$ cat config.mk
export PLATFORM = sky130hd
export DESIGN_NAME = trap_sequencer
export DESIGN_NICKNAME = d
export VERILOG_FILES = /design/src/rtl/trap_sequencer_pkg.sv /design/src/rtl/trap_sequencer_irq_priority_enc.sv /design/src/rtl/trap_sequencer.sv
export SDC_FILE = /design/constraint.sdc
export NUM_CORES = 1
export LEC_CHECK = 0
export CORE_MARGIN = 1.5
export CORE_UTILIZATION = 48
export DETAILED_ROUTE_END_ITERATION = 10
export GPL_ROUTABILITY_DRIVEN = 0
export PLACE_DENSITY = 0.85
export SYNTH_ARGS = -nofsm -noshare
export SYNTH_HDL_FRONTEND = slang
export SYNTH_SLANG_ARGS = --single-unit
$ cat constraint.sdc
create_clock -name clk -period 6.3 [get_ports clk]
set_input_delay 1.26 -clock clk [delete_from_list [all_inputs] [get_ports clk]]
set_output_delay 1.26 -clock clk [all_outputs]
set_load 0.02 [all_outputs]
$ cat src/rtl/trap_sequencer_pkg.sv
// Shared trap sequencer definitions: state encoding, cause codes, mtvec modes, CSR record.
// Optional vectored trap support is selected by the TRAP_VECTORED_EN macro.
package trap_sequencer_pkg;

  localparam int unsigned XLEN   = 32;
  localparam int unsigned CODE_W = 5;

  typedef enum logic [2:0] {
    ST_IDLE     = 3'd0,
    ST_DRAIN    = 3'd1,
    ST_SAVE     = 3'd2,
    ST_REDIRECT = 3'd3,
    ST_WFI      = 3'd4
  } state_t;

  localparam logic [CODE_W-1:0] EXC_ILLEGAL    = 5'd2;
  localparam logic [CODE_W-1:0] EXC_BREAKPOINT = 5'd3;
  localparam logic [CODE_W-1:0] EXC_ECALL_U    = 5'd8;
  localparam logic [CODE_W-1:0] EXC_ECALL_S    = 5'd9;
  localparam logic [CODE_W-1:0] EXC_ECALL_M    = 5'd11;

  localparam logic [CODE_W-1:0] IRQ_MSI = 5'd3;
  localparam logic [CODE_W-1:0] IRQ_MTI = 5'd7;
  localparam logic [CODE_W-1:0] IRQ_MEI = 5'd11;

  localparam logic [1:0] MTVEC_DIRECT   = 2'b00;
  localparam logic [1:0] MTVEC_VECTORED = 2'b01;

  // Latched trap CSR write bundle
  typedef struct packed {
    logic [XLEN-1:0] cause;
    logic [XLEN-1:0] epc;
    logic [XLEN-1:0] tval;
  } trap_rec_t;

endpackage

$ cat src/rtl/trap_sequencer_irq_priority_enc.sv
// Pending-interrupt priority encoder: MEI(11) > MSI(3) > MTI(7) > lowest remaining bit.
module irq_priority_enc
  import trap_sequencer_pkg::*;
(
  input  logic [XLEN-1:0]   pending,
  output logic [CODE_W-1:0] code_c,
  output logic              valid_c
);

  always_comb begin
    valid_c = |pending;
    code_c  = '0;
    if (pending[IRQ_MEI]) begin
      code_c = IRQ_MEI;
    end else if (pending[IRQ_MSI]) begin
      code_c = IRQ_MSI;
    end else if (pending[IRQ_MTI]) begin
      code_c = IRQ_MTI;
    end else begin
      // Scan downward so the lowest set bit is the last to win
      for (int i = XLEN - 1; i >= 0; i--) begin
        if (pending[i]) code_c = CODE_W'(i);
      end
    end
  end

endmodule

$ cat src/rtl/trap_sequencer.sv
// Trap entry/return sequencer: drains the pipe, writes trap CSRs, redirects the PC.
// Define TRAP_VECTORED_EN for vectored interrupt targets when mtvec mode is 01.
module trap_sequencer
  import trap_sequencer_pkg::*;
(
  input  logic              clk,
  input  logic              rst,
  input  logic              exc_valid,
  input  logic [4:0]        exc_code,
  input  logic [XLEN-1:0]   exc_tval,
  input  logic [XLEN-1:0]   cur_pc,
  input  logic [XLEN-1:0]   irq_pending,
  input  logic              mie_global,
  input  logic              is_mret,
  input  logic              is_wfi,
  input  logic [XLEN-1:0]   mepc_in,
  input  logic [XLEN-1:0]   mtvec_in,
  input  logic              pipe_drained,
  output logic              stall,
  output logic              flush,
  output logic              busy,
  output logic              csr_we,
  output logic [XLEN-1:0]   csr_cause,
  output logic [XLEN-1:0]   csr_epc,
  output logic [XLEN-1:0]   csr_tval,
  output logic              trap_enter,
  output logic              trap_return,
  output logic              pc_redirect,
  output logic [XLEN-1:0]   pc_target
);

  state_t      state, state_nxt;
  trap_rec_t   rec, rec_nxt;
  logic [CODE_W-1:0] irq_code;
  logic        irq_any;
  logic [XLEN-1:0] trap_base, trap_vec;

  logic            stall_nxt, flush_nxt, busy_nxt, csr_we_nxt;
  logic            trap_enter_nxt, trap_return_nxt, pc_redirect_nxt;
  logic [XLEN-1:0] csr_cause_nxt, csr_epc_nxt, csr_tval_nxt, pc_target_nxt;

  irq_priority_enc u_irq_priority_enc (
    .pending (irq_pending),
    .code_c  (irq_code),
    .valid_c (irq_any)
  );

  // Trap vector target from the latched cause
  assign trap_base = {mtvec_in[XLEN-1:2], 2'b00};
`ifdef TRAP_VECTORED_EN
  assign trap_vec = (mtvec_in[1:0] == MTVEC_VECTORED && rec.cause[XLEN-1])
                  ? trap_base + {25'b0, rec.cause[CODE_W-1:0], 2'b00}
                  : trap_base;
`else
  logic unused_mode;
  assign unused_mode = ^mtvec_in[1:0];
  assign trap_vec    = trap_base;
`endif

  // Next state, latched record and next registered outputs
  always_comb begin
    state_nxt       = state;
    rec_nxt         = rec;
    pc_target_nxt   = '0;
    trap_return_nxt = 1'b0;
    case (state)
      ST_IDLE: begin
        if (exc_valid) begin
          rec_nxt   = '{cause: {27'b0, exc_code}, epc: cur_pc, tval: exc_tval};
          state_nxt = ST_DRAIN;
        end else if (is_mret) begin
          pc_target_nxt   = mepc_in;
          trap_return_nxt = 1'b1;
          state_nxt       = ST_REDIRECT;
        end else if (mie_global && irq_any) begin
          rec_nxt   = '{cause: {1'b1, 26'b0, irq_code}, epc: cur_pc, tval: '0};
          state_nxt = ST_DRAIN;
        end else if (is_wfi) begin
          state_nxt = ST_WFI;
        end
      end
      ST_DRAIN:    if (pipe_drained) state_nxt = ST_SAVE;
      ST_SAVE: begin
        pc_target_nxt = trap_vec;
        state_nxt     = ST_REDIRECT;
      end
      ST_REDIRECT: state_nxt = ST_IDLE;
      ST_WFI: begin
        if (irq_any) begin
          if (mie_global) begin
            rec_nxt   = '{cause: {1'b1, 26'b0, irq_code}, epc: cur_pc + 32'd4, tval: '0};
            state_nxt = ST_DRAIN;
          end else begin
            state_nxt = ST_IDLE;
          end
        end
      end
      default:     state_nxt = ST_IDLE;
    endcase

    busy_nxt        = (state_nxt != ST_IDLE);
    stall_nxt       = busy_nxt;
    flush_nxt       = (state_nxt == ST_DRAIN);
    csr_we_nxt      = (state_nxt == ST_SAVE);
    trap_enter_nxt  = csr_we_nxt;
    pc_redirect_nxt = (state_nxt == ST_REDIRECT);
    csr_cause_nxt   = csr_we_nxt ? rec_nxt.cause : '0;
    csr_epc_nxt     = csr_we_nxt ? rec_nxt.epc   : '0;
    csr_tval_nxt    = csr_we_nxt ? rec_nxt.tval  : '0;
  end

  always_ff @(posedge clk) begin
    if (rst) begin
      state       <= ST_IDLE;
      rec         <= '0;
      stall       <= 1'b0;
      flush       <= 1'b0;
      busy        <= 1'b0;
      csr_we      <= 1'b0;
      csr_cause   <= '0;
      csr_epc     <= '0;
      csr_tval    <= '0;
      trap_enter  <= 1'b0;
      trap_return <= 1'b0;
      pc_redirect <= 1'b0;
      pc_target   <= '0;
    end else begin
      state       <= state_nxt;
      rec         <= rec_nxt;
      stall       <= stall_nxt;
      flush       <= flush_nxt;
      busy        <= busy_nxt;
      csr_we      <= csr_we_nxt;
      csr_cause   <= csr_cause_nxt;
      csr_epc     <= csr_epc_nxt;
      csr_tval    <= csr_tval_nxt;
      trap_enter  <= trap_enter_nxt;
      trap_return <= trap_return_nxt;
      pc_redirect <= pc_redirect_nxt;
      pc_target   <= pc_target_nxt;
    end
  end

endmodule

-- Word-level counts from Yosys, hierarchy flattened
Index checks and enable logic that the tools add are counted.
- flip-flop bits (word level): 232
- add/sub/neg operators: 1
- equality and inequality tests: 6
- muxes and demuxes: 50
- bitwise operators: 2
- reductions and logical operators: 6
- operators by type and width (cell ; count):
    96-bit two-way mux ; 5
    96-bit one-hot mux with 2 select lines ; 1
    5-bit two-way mux ; 32
    32-bit two-way mux ; 2
    32-bit one-hot mux with 2 select lines ; 1
    32-bit by 3-bit adder with 32-bit output (second input constant) ; 1
    32-bit OR reduction ; 1
    3-bit two-way mux ; 6
    3-bit one-hot mux with 4 select lines ; 1
    3-bit by 2-bit == test with 1-bit output (second input constant) ; 3
    3-bit by 1-bit == test with 1-bit output (second input constant) ; 2
    3-bit == test (second input constant) ; 1
    3-bit zero test ; 1
    3-bit nonzero test ; 1
    3-bit OR reduction ; 1
    1-bit two-way mux ; 2
    1-bit inverter ; 2
    2-bit OR reduction ; 1
    1-bit logical AND ; 1

-- Logic depth before layout (Yosys ltp)
Gate-level depths: netlist of run 1.
- depth in word-level cells: 36
- depth in mapped cells: 10
- gate-level depth less buffers: 7

-- Modules after synthesis
A second synthesis of run 1 with hierarchy kept.
- cell total of the unflattened synthesis: 873
- area total of the unflattened synthesis: 8370.5 um^2
- modules (own cells, without submodules) (module ; times used ; cells each ; area each (um^2)):
    trap_sequencer ; 1 ; 806 ; 7960.1
    irq_priority_enc ; 1 ; 67 ; 410.4

-- Least setup slack after synthesis of run 1
OpenSTA, ideal clock, no wires.
- path type: in2reg
- start: in irq_pending[13]
- end: reg csr_epc[4]
- arrival time: 3.053 ns
- setup slack: 3.120 ns
- stages on the path: 6
- path buffers: 0
- cell sequence: or4_4 nand4bb_4 o31a_4 o221a_2 a211oi_2 nor2_1
- cells in the longest elaborated chain, start to end: 9
- elaborated cells between the ends (all ways): 15
- RTL lines (what ; line ; text):
    start: declaration ; trap_sequencer.sv:12 ; input logic [XLEN-1:0] irq_pending,
    32-bit OR reduction (*) ; trap_sequencer_irq_priority_enc.sv:11 ; valid_c = |pending;
    1-bit logical AND ; trap_sequencer.sv:75 ; end else if (mie_global && irq_any) begin
    3-bit two-way mux ; trap_sequencer.sv:75 ;
    3-bit two-way mux ; trap_sequencer.sv:71 ; end else if (is_mret) begin
    3-bit two-way mux ; trap_sequencer.sv:68 ; if (exc_valid) begin
    3-bit one-hot mux with 4 select lines ; trap_sequencer.sv:66 ; case (state)
    3-bit by 2-bit == test with 1-bit output ; trap_sequencer.sv:104 ; csr_we_nxt = (state_nxt == ST_SAVE);
    1-bit inverter (no source line) ; n/a ;
    2-bit OR reduction (no source line) ; n/a ;
    end signal: assignment ; trap_sequencer.sv:135 ; csr_epc <= csr_epc_nxt;
    end: declaration ; trap_sequencer.sv:24 ; output logic [XLEN-1:0] csr_epc,
Mark *: on every way between the ends. The rest lies on a longest branch, timed or not.
A chain may end at the register's enable or synchronous reset.

-- Worst setup path in the final report of run 1
- start: in irq_pending[21]
- end: reg rec[43] (netlist bit)
- cells in the longest elaborated chain, start to end: 6
- elaborated cells between the ends (all ways): 7
- RTL lines (what ; line ; text):
    32-bit OR reduction (*) ; trap_sequencer_irq_priority_enc.sv:11 ;
    1-bit logical AND ; trap_sequencer.sv:75 ;
    96-bit two-way mux ; trap_sequencer.sv:75 ;
    96-bit two-way mux ; trap_sequencer.sv:71 ;
    96-bit two-way mux ; trap_sequencer.sv:68 ;
    96-bit one-hot mux with 2 select lines (*) ; trap_sequencer.sv:66 ;
    end signal: assignment ; trap_sequencer.sv:129 ; rec <= rec_nxt;
    end: declaration ; trap_sequencer.sv:33 ; trap_rec_t rec, rec_nxt;
Marks and branches as above.

==> results of run 1 <==
-- cell usage after synthesis (3+ instances only) --
master	n	area share (%)
nor2b_1	6	0.43
a22oi_2	20	2.9
or3_1	7	0.50
and3_1	38	2.7
o211ai_1	6	0.52
and4_1	6	0.60
clkbuf_1	42	1.8
a222oi_1	3	0.35
dfxtp_1	232	53
nand2b_1	4	0.29
or2_2	3	0.22
a31oi_1	11	0.79
a221oi_2	3	0.52
xnor2_1	3	0.30
o221ai_1	5	0.50
buf_4	7	0.60
nand2_1	35	1.5
o31ai_1	6	0.52
nor4_1	13	0.94
o221a_2	5	0.65
and2_1	34	2.4
a211oi_1	8	0.69
buf_6	3	0.39
nand4_1	13	0.94
a22oi_1	44	3.8
nand3_1	17	0.98
nor3_1	19	1.1
buf_2	3	0.17
a21oi_1	56	3.2
o21ai_0	24	1.4
nor2_1	169	7.3
inv_1	16	0.69
buf_1	4	0.17
-- registers in the layout, summed over array words and instances (netlist names) --
register,count
busy,1
csr_cause,32
csr_epc,32
csr_tval,32
flush,1
pc_redirect,1
pc_target,32
rec,96
state,3
trap_enter,1
trap_return,1
-- layout make-up --
type | instances | area [µm²] | share of cell area (%)
clock buffers | 36 | 757 | 5.99
clock inverters | 9 | 62.6 | 0.495
inverters | 16 | 60.1 | 0.475
multi-input cells | 611 | 3700 | 29.3
flip-flops and latches | 232 | 4640 | 36.8
well taps | 229 | 287 | 2.27
repair buffers | 314 | 3120 | 24.7
-- metal layers --
metal / track usage (%) / vias to the layer above / share of wire [%]
li1: - / 3865 / -
met5: 0 / - / 0
met3: 4.78 / 54 / 7.5
met4: 9.77 / 0 / 3.2
met1: 31.4 / 3770 / 40
met2: 44.8 / 350 / 50
-- final timing paths --
check	start	endpoint	cells past startpoint
setup / recovery	irq_pending[21]	rec[43]	7
hold reg to reg	rec[89]	rec[89]	1
setup reg to reg	state[2]	csr_epc[15]	7
hold / removal	rec[89]	rec[89]	1
-- logic make-up (layout without fill, tap and decap cells) --
group / count (synthesis) / count (layout) / synth area share (%)
buffers and inverters: 78 / 375 / 4.13
AND/OR/NAND/NOR: 382 / 382 / 22.4
XOR/XNOR: 5 / 5 / 0.504
adder cells (fa/ha/maj): 1 / 1 / 0.144
multiplexers: 2 / 2 / 0.230
AO/OA/AOI/OAI: 221 / 221 / 19.2
flip-flops: 232 / 232 / 53.4
-- power breakdown --
group | internal, mW | total, mW | switching (mW)
Clock | 0.836 | 1.40 | 0.566
Sequential | 1.53 | 1.55 | 0.0235
Combinational | 0.231 | 0.510 | 0.279
-- metrics by stage --
step	setup slack [ns]	instance area, µm²	util (%)	hold WS, ns	power [mW]
2_1_floorplan	3.12	8690	-	0.418	1.86
3_3_place_gp	1.77	11800	66.2	0.433	2.08
3_5_place_dp	1.67	11800	66.2	0.435	2.09
4_1_cts	2.20	12600	70.8	0.452	3.49
5_1_grt	1.95	12600	70.8	0.456	3.59
6_report	2.20	12600	70.8	0.448	3.46
-- critical path, delay by kind of cell --
family	cells	cell delay [ns]
AO/OA/AOI/OAI	3	0.96
buffers and inverters	1	0.47
AND/OR/NAND/NOR	3	1.80
==> impl_metrics.py, run 1 <==
metrics = {
    "power": {
        "p_leak_nw": 4.73,
        "power_density_nw_per_um2": 274,
        "irDropWorstVdd_mv": 0.231,
    },
    "floorplanning": {
        "die_w_um": 138,
        "die_area_um2": 18900,
        "initial_core_util_pct": 48.7,
        "ios": 307,
        "die_h_um": 138,
        "core.rowCount": 49,
        "core_um2": 17800,
    },
    "routing": {
        "post_drt_wl_per_cell_um": 17.6,
        "wl_mm": 25.5,
        "drc": 0,
        "drt_iter0_drc": 625,
        "antenna_left": 0,
        "first_pass_iters": 5,
        "viasPerCell": 5.56,
        "vias": 8039,
    },
    "synthesis": {
        "ys_ff_latch": 232,
        "synth_cell_types": 74,
        "syn-num-nets": 1094,
        "synth_warnings": 0,
        "synth_edf_count": 0,
        "netlist_area_um2": 8690,
        "synth_async_sr_flop_share_pct": 0,
        "seq_area_frac_synth_pct": 53.4,
        "syn_avg_cell_area_um2": 9.44,
        "synthFlopType": "dfxtp_1",
        "synth_cells": 921,
    },
    "status": {
        "run_status": "complete, no violations",
    },
    "timing": {
        "setup_viol": 0,
        "tightestPinTransition_ns": 1.02,
        "fin_setup_tns_ns": 0,
        "drv_slew": 0,
        "rsz0062_at_grt": "false",
        "fin_skew_ns": 0.0100,
        "final_hold_viol_count": 0,
        "slew_headroom_pct": 32.2,
        "period_share_pct": 65.1,
        "min_period_ns": 4.10,
        "max_freq_mhz": 244,
    },
    "clock_tree": {
        "cts_sinks": 232,
        "clk_pin_slew_ns": 0.06,
        "clk_latency_ns": 0.51,
        "cts_setup_buffers": 0,
        "cts_tree": "built",
        "cts_resized": 0,
        "htreeDepth": 1,
        "cts_buffers": 25,
        "clockRootBuffer": "clkbuf_16",
        "clk_path_buf_depth": 3,
        "cts_hold_buffers": 0,
    },
    "global_routing": {
        "grt_pass1_wl_mm": 38.4,
        "antenna_found_initial": 0,
        "grt_pass1_vias": 7580,
        "grt_max_degree": 84,
        "overflow": 0,
        "grt_util_all_layers_pct": 25.7,
    },
    "cells_and_area": {
        "nFillCells": 1361,
        "final_layout_size_suffix_gt1_share_pct": 8.54,
        "diodes": 0,
        "fin_cells": 1447,
        "fin_nets": 1373,
        "syn_to_final_growth_pct": 45.3,
        "layout_commonest_cell": "clkdlybuf4s50_1",
        "final_cell_mix": "clkdlybuf4s50_1 (303), dfxtp_1 (232), nor2_1 (169)",
    },
    "critical_path": {
        "critPathKind": "input port to register",
        "ff2ff_setup_slack_ns": 3.35,
        "slowest_delay_ns": 0.77,
        "required_ns": 6.71,
        "path_cells": "clkdlybuf4s50_1, nor4_1, nand4_2, o31a_4, nor2_8, a22oi_1, o32ai_1",
        "crit_fanout": 57,
        "cp_slowest_cell": "nor2_8",
        "cp_data_arrival_time_ns": 4.51,
        "cp-end-kind": "register",
        "start_kind": "input port",
    },
    "job": {
        "max-cap-violations": 0,
    },
    "placed_design": {
        "placement.io_buffers": 304,
        "dp.cells": 1402,
        "hpwl_mm": 17.6,
    },
    "worst_hold_path": {
        "hold_path.class": "register to register",
    },
}
Power figures use the tool's default switching activity.
==> inputs of run 2 (changes only) <==
Settings changed: CORE_UTILIZATION 48 to 45, PLACE_DENSITY 0.85 to 0.8.
Clock period 6.3 ns to 4.2 ns, I/O delays scaled along.
==> impl_metrics.py, run 2 (same netlist as run 1, synthesis figures left out) <==
metrics = {
    "timing": {
        "max_freq_mhz": 309,
        "period_share_pct": 77.0,
        "final_hold_viol_count": 0,
        "rsz0062_at_grt": "false",
        "tightestPinTransition_ns": 0.783,
        "slew_headroom_pct": 47.8,
        "drv_slew": 0,
        "min_period_ns": 3.23,
        "setup_viol": 0,
        "fin_ws_ns": 0.965,
        "fin_setup_tns_ns": 0,
        "fin_skew_ns": 0.0125,
    },
    "critical_path": {
        "ff2ff_setup_slack_ns": 1.57,
        "timing.critical_path.buf_inv": 2,
        "cp_data_arrival_time_ns": 3.65,
        "slowest_delay_ns": 0.60,
        "r2r_start": "state[2]",
        "start_kind": "input port",
        "cp-end-kind": "register",
        "reg2reg_to": "csr_epc[30]",
        "crit_fanout": 43,
        "path_delay_family": "simple AND/OR/NAND/NOR gates",
        "worst-path-stages": 8,
        "critPathKind": "input port to register",
        "cp_slowest_cell": "nor4_1",
        "r2r_cells": 5,
        "path_cells": "clkdlybuf4s50_1, nor4_1, nand4_2, o31a_4, nor2_8, buf_12, nand2_1, a31oi_1",
        "required_ns": 4.61,
    },
    "clock_tree": {
        "clk_pin_slew_ns": 0.06,
        "cts_setup_buffers": 0,
        "cts_hold_buffers": 0,
        "clk_latency_ns": 0.50,
        "cts_sinks": 232,
        "cts_tree": "built",
        "clockRootBuffer": "clkbuf_16",
        "cts_buffers": 24,
        "clk_path_buf_depth": 3,
        "htreeDepth": 1,
        "cts_resized": 0,
    },
    "power": {
        "irDropWorstVdd_mv": 0.348,
        "p_leak_nw": 4.79,
        "power_density_nw_per_um2": 420,
        "power_mw": 5.37,
    },
    "routing": {
        "wl_mm": 25.5,
        "antenna_left": 0,
        "post_drt_wl_per_cell_um": 17.2,
        "vias": 8024,
        "first_pass_iters": 5,
        "viasPerCell": 5.41,
        "drc": 0,
        "drt_iter0_drc": 540,
    },
    "cells_and_area": {
        "largest-register": "rec",
        "fin_nets": 1378,
        "largest_reg_flops": 96,
        "syn_to_final_growth_pct": 47.2,
        "final_util_pct": 67.9,
        "final_cell_mix": "clkdlybuf4s50_1 (303), dfxtp_1 (232), nor2_1 (169)",
        "regArea_um2": 4640,
        "nFillCells": 1489,
        "layout_commonest_cell": "clkdlybuf4s50_1",
        "final_layout_size_suffix_gt1_share_pct": 8.99,
        "multi_input_area_um2": 3700,
        "fin_cells": 1484,
    },
    "floorplanning": {
        "ios": 307,
        "die_h_um": 142,
        "die_area_um2": 20200,
        "core_um2": 18800,
        "initial_core_util_pct": 46.2,
        "die_w_um": 142,
        "core.rowCount": 50,
    },
    "global_routing": {
        "grt_util_all_layers_pct": 24.6,
        "grt_pass1_vias": 7705,
        "overflow": 0,
        "antenna_found_initial": 2,
        "grt_pass1_wl_mm": 39.7,
        "grt_max_degree": 65,
    },
    "job": {
        "max-cap-violations": 0,
    },
    "placed_design": {
        "place_ws_ns": 0.490,
        "dp.cells": 1439,
        "placement.io_buffers": 304,
        "hpwl_mm": 18.0,
    },
    "worst_hold_path": {
        "worstHoldEndpoint": "rec[93]",
        "hold_path_depth": 1,
        "hold_start": "rec[93]",
        "hold_path.class": "register to register",
    },
    "status": {
        "run_status": "complete, no violations",
    },
}
run 2: cell count changes in the layout (fill, tap and decap cells not counted), sizes merged:
cell      delta
clkinvlp     +1
clkinv       -1
diode        +1
clkbuf       -5
buf          +6
bufinv       +4
run 2: stage by stage:
step | instance area [µm²] | hold slack, ns
after global routing | 12800 | 0.466
after floorplan | 8690 | 0.418
final | 12800 | 0.449
after detailed placement | 11900 | 0.435
after CTS | 12800 | 0.453
after global placement | 11900 | 0.433
run 2: worst max-delay path by stage:
| stage | startpoint | endpoint | slack, ns |
|---|---|---|---|
| after global routing | irq_pending[29] | csr_epc[16] | 0.61 |
| after floorplan | irq_pending[13] | csr_epc[4] | 1.44 |
| final | irq_pending[29] | csr_epc[16] | 0.97 |
| after CTS | irq_pending[29] | csr_epc[16] | 1.00 |
| after global placement | irq_pending[29] | csr_epc[16] | 0.52 |
| after detailed placement | irq_pending[29] | csr_epc[16] | 0.49 |
run 2: cell type report:
class / instances / share of cell area, %
inverters: 16 / 0.469
clock inverters: 13 / 1.36
multi-input cells: 611 / 29.0
diodes: 1 / 0.0196
flip-flops and latches: 232 / 36.3
clock buffers: 31 / 5.46
repair buffers: 320 / 24.9
well taps: 260 / 2.54
run 2: layer usage:
layer	part of all wire [%]	vias to the layer above	GRT usage, %
li1	-	3868	-
met1	41	3742	31.0
met3	7.4	69	5.48
met4	4.2	0	9.98
met2	47	345	40.9
met5	0	-	0
run 2: where the power goes:
| part | internal, mW | switching (mW) |
|---|---|---|
| combinational | 0.358 | 0.419 |
| clock | 1.42 | 0.851 |
| sequential | 2.29 | 0.0344 |
==> inputs of run 3 (changes only) <==
Clock period 4.2 ns to 3.1 ns, I/O delays scaled along.
==> impl_metrics.py, run 3 (same netlist as run 1, synthesis figures left out) <==
metrics = {
    "routing": {
        "wl_mm": 26.4,
        "post_drt_wl_per_cell_um": 17.4,
        "antenna_left": 0,
        "drt_iter0_drc": 517,
        "first_pass_iters": 6,
        "vias": 8195,
        "drc": 0,
        "viasPerCell": 5.40,
    },
    "critical_path": {
        "critPathKind": "input port to register",
        "cp_slowest_cell": "or4_4",
        "worst-path-stages": 8,
        "cp_data_arrival_time_ns": 3.06,
        "reg2reg_to": "rec[21]",
        "r2r_start": "state[2]",
        "ff2ff_setup_slack_ns": 0.64,
        "crit_fanout": 6,
        "start_kind": "input port",
        "cp-end-kind": "register",
        "path_cells": "clkdlybuf4s50_1, or4_4, nand4bb_4, buf_4, o31ai_1, nand2_1, mux2i_1, nor2_1",
        "slowest_delay_ns": 0.56,
        "path_delay_family": "simple AND/OR/NAND/NOR gates",
        "required_ns": 3.48,
        "timing.critical_path.buf_inv": 2,
        "r2r_cells": 7,
    },
    "placed_design": {
        "hpwl_mm": 18.8,
        "placement.io_buffers": 304,
    },
    "timing": {
        "drv_slew": 0,
        "fin_skew_ns": 0.0169,
        "max_freq_mhz": 372,
        "fin_setup_tns_ns": 0,
        "period_share_pct": 86.7,
        "min_period_ns": 2.69,
        "hold_ws_ns": 0.447,
        "slew_headroom_pct": 64.4,
        "rsz0062_at_grt": "false",
        "final_hold_viol_count": 0,
        "tightestPinTransition_ns": 0.529,
        "setup_viol": 0,
    },
    "floorplanning": {
        "die_w_um": 142,
        "die_h_um": 142,
        "core_um2": 18800,
        "initial_core_util_pct": 46.2,
        "die_area_um2": 20200,
        "core.rowCount": 50,
        "ios": 307,
    },
    "clock_tree": {
        "cts_hold_buffers": 0,
        "clockRootBuffer": "clkbuf_16",
        "htreeDepth": 1,
        "clk_pin_slew_ns": 0.06,
        "clk_path_buf_depth": 3,
        "cts_buffers": 24,
        "cts_sinks": 232,
        "cts_resized": 0,
        "cts_tree": "built",
        "clk_latency_ns": 0.52,
        "cts_setup_buffers": 0,
    },
    "worst_hold_path": {
        "hold_path_depth": 1,
        "worstHoldEndpoint": "rec[91]",
        "hold_start": "rec[91]",
        "hold_path.class": "register to register",
    },
    "cells_and_area": {
        "regArea_um2": 4640,
        "nFillCells": 1475,
        "fin_nets": 1414,
        "largest_reg_flops": 96,
        "largest-register": "rec",
        "final_cell_mix": "clkdlybuf4s50_1 (303), dfxtp_1 (232), nor2_1 (169)",
        "syn_to_final_growth_pct": 50.3,
        "layout_commonest_cell": "clkdlybuf4s50_1",
        "final_layout_size_suffix_gt1_share_pct": 11.3,
        "multi_input_area_um2": 3700,
    },
    "global_routing": {
        "busiest_layer": "met2",
        "overflow": 0,
        "grt_pass1_vias": 7825,
        "grt_max_degree": 47,
        "grt_use_met3_pct": 5.25,
        "gr-usage-met2_pct": 42.3,
        "use_met1_pct": 31.9,
        "grt_pass1_wl_mm": 40.7,
        "antenna_found_initial": 1,
        "grt_util_all_layers_pct": 25.2,
    },
    "job": {
        "max-cap-violations": 0,
    },
    "power": {
        "power_density_nw_per_um2": 555,
        "p_leak_nw": 4.95,
        "irDropWorstVdd_mv": 0.394,
    },
    "status": {
        "run_status": "complete, no violations",
    },
}
## run 3: worst max path at each step
stage                         start          end  slack [ns]
global route        irq_pending[12]  csr_epc[28]        0.31
finish              irq_pending[13]      rec[32]        0.41
detailed placement  irq_pending[13]      rec[32]        -0.1
CTS                 irq_pending[13]      rec[32]        0.45
floorplan           irq_pending[13]   csr_epc[4]        0.56
global placement    irq_pending[13]      rec[33]       -0.06
## run 3: layout make-up
cell class / count / area share, %
sequential: 232 / 35.5
multi-input combinational: 611 / 28.4
timing repair buffer: 356 / 26.7
clock buffer: 32 / 5.29
tap: 260 / 2.49
clock inverter: 9 / 1.10
inverter: 16 / 0.460
antenna: 1 / 0.0192
## run 3: report_power, final
| group | internal [mW] | switching, mW |
|---|---|---|
| Clock | 1.82 | 1.17 |
| Combinational | 0.527 | 0.584 |
| Sequential | 3.11 | 0.0475 |
| Total | 5.45 | 1.80 |
## run 3: layer usage
metal	wire length, µm	vias up
met3	2060	65
met2	12800	369
met5	0	-
li1	-	3936
met4	895	0
met1	10600	3825
## run 3: through the flow
stage	power (mW)	cell area (µm²)	utilization [%]	setup slack (ns)	cells
finish	7.25	13100	69.4	0.414	1517
global route	7.51	13100	69.4	0.307	1517
CTS	7.30	13100	69.4	0.445	1516
detailed placement	4.31	12200	64.9	-0.0995	1475
global placement	4.29	12200	64.9	-0.0601	1475
floorplan	3.78	8690	-	0.560	921
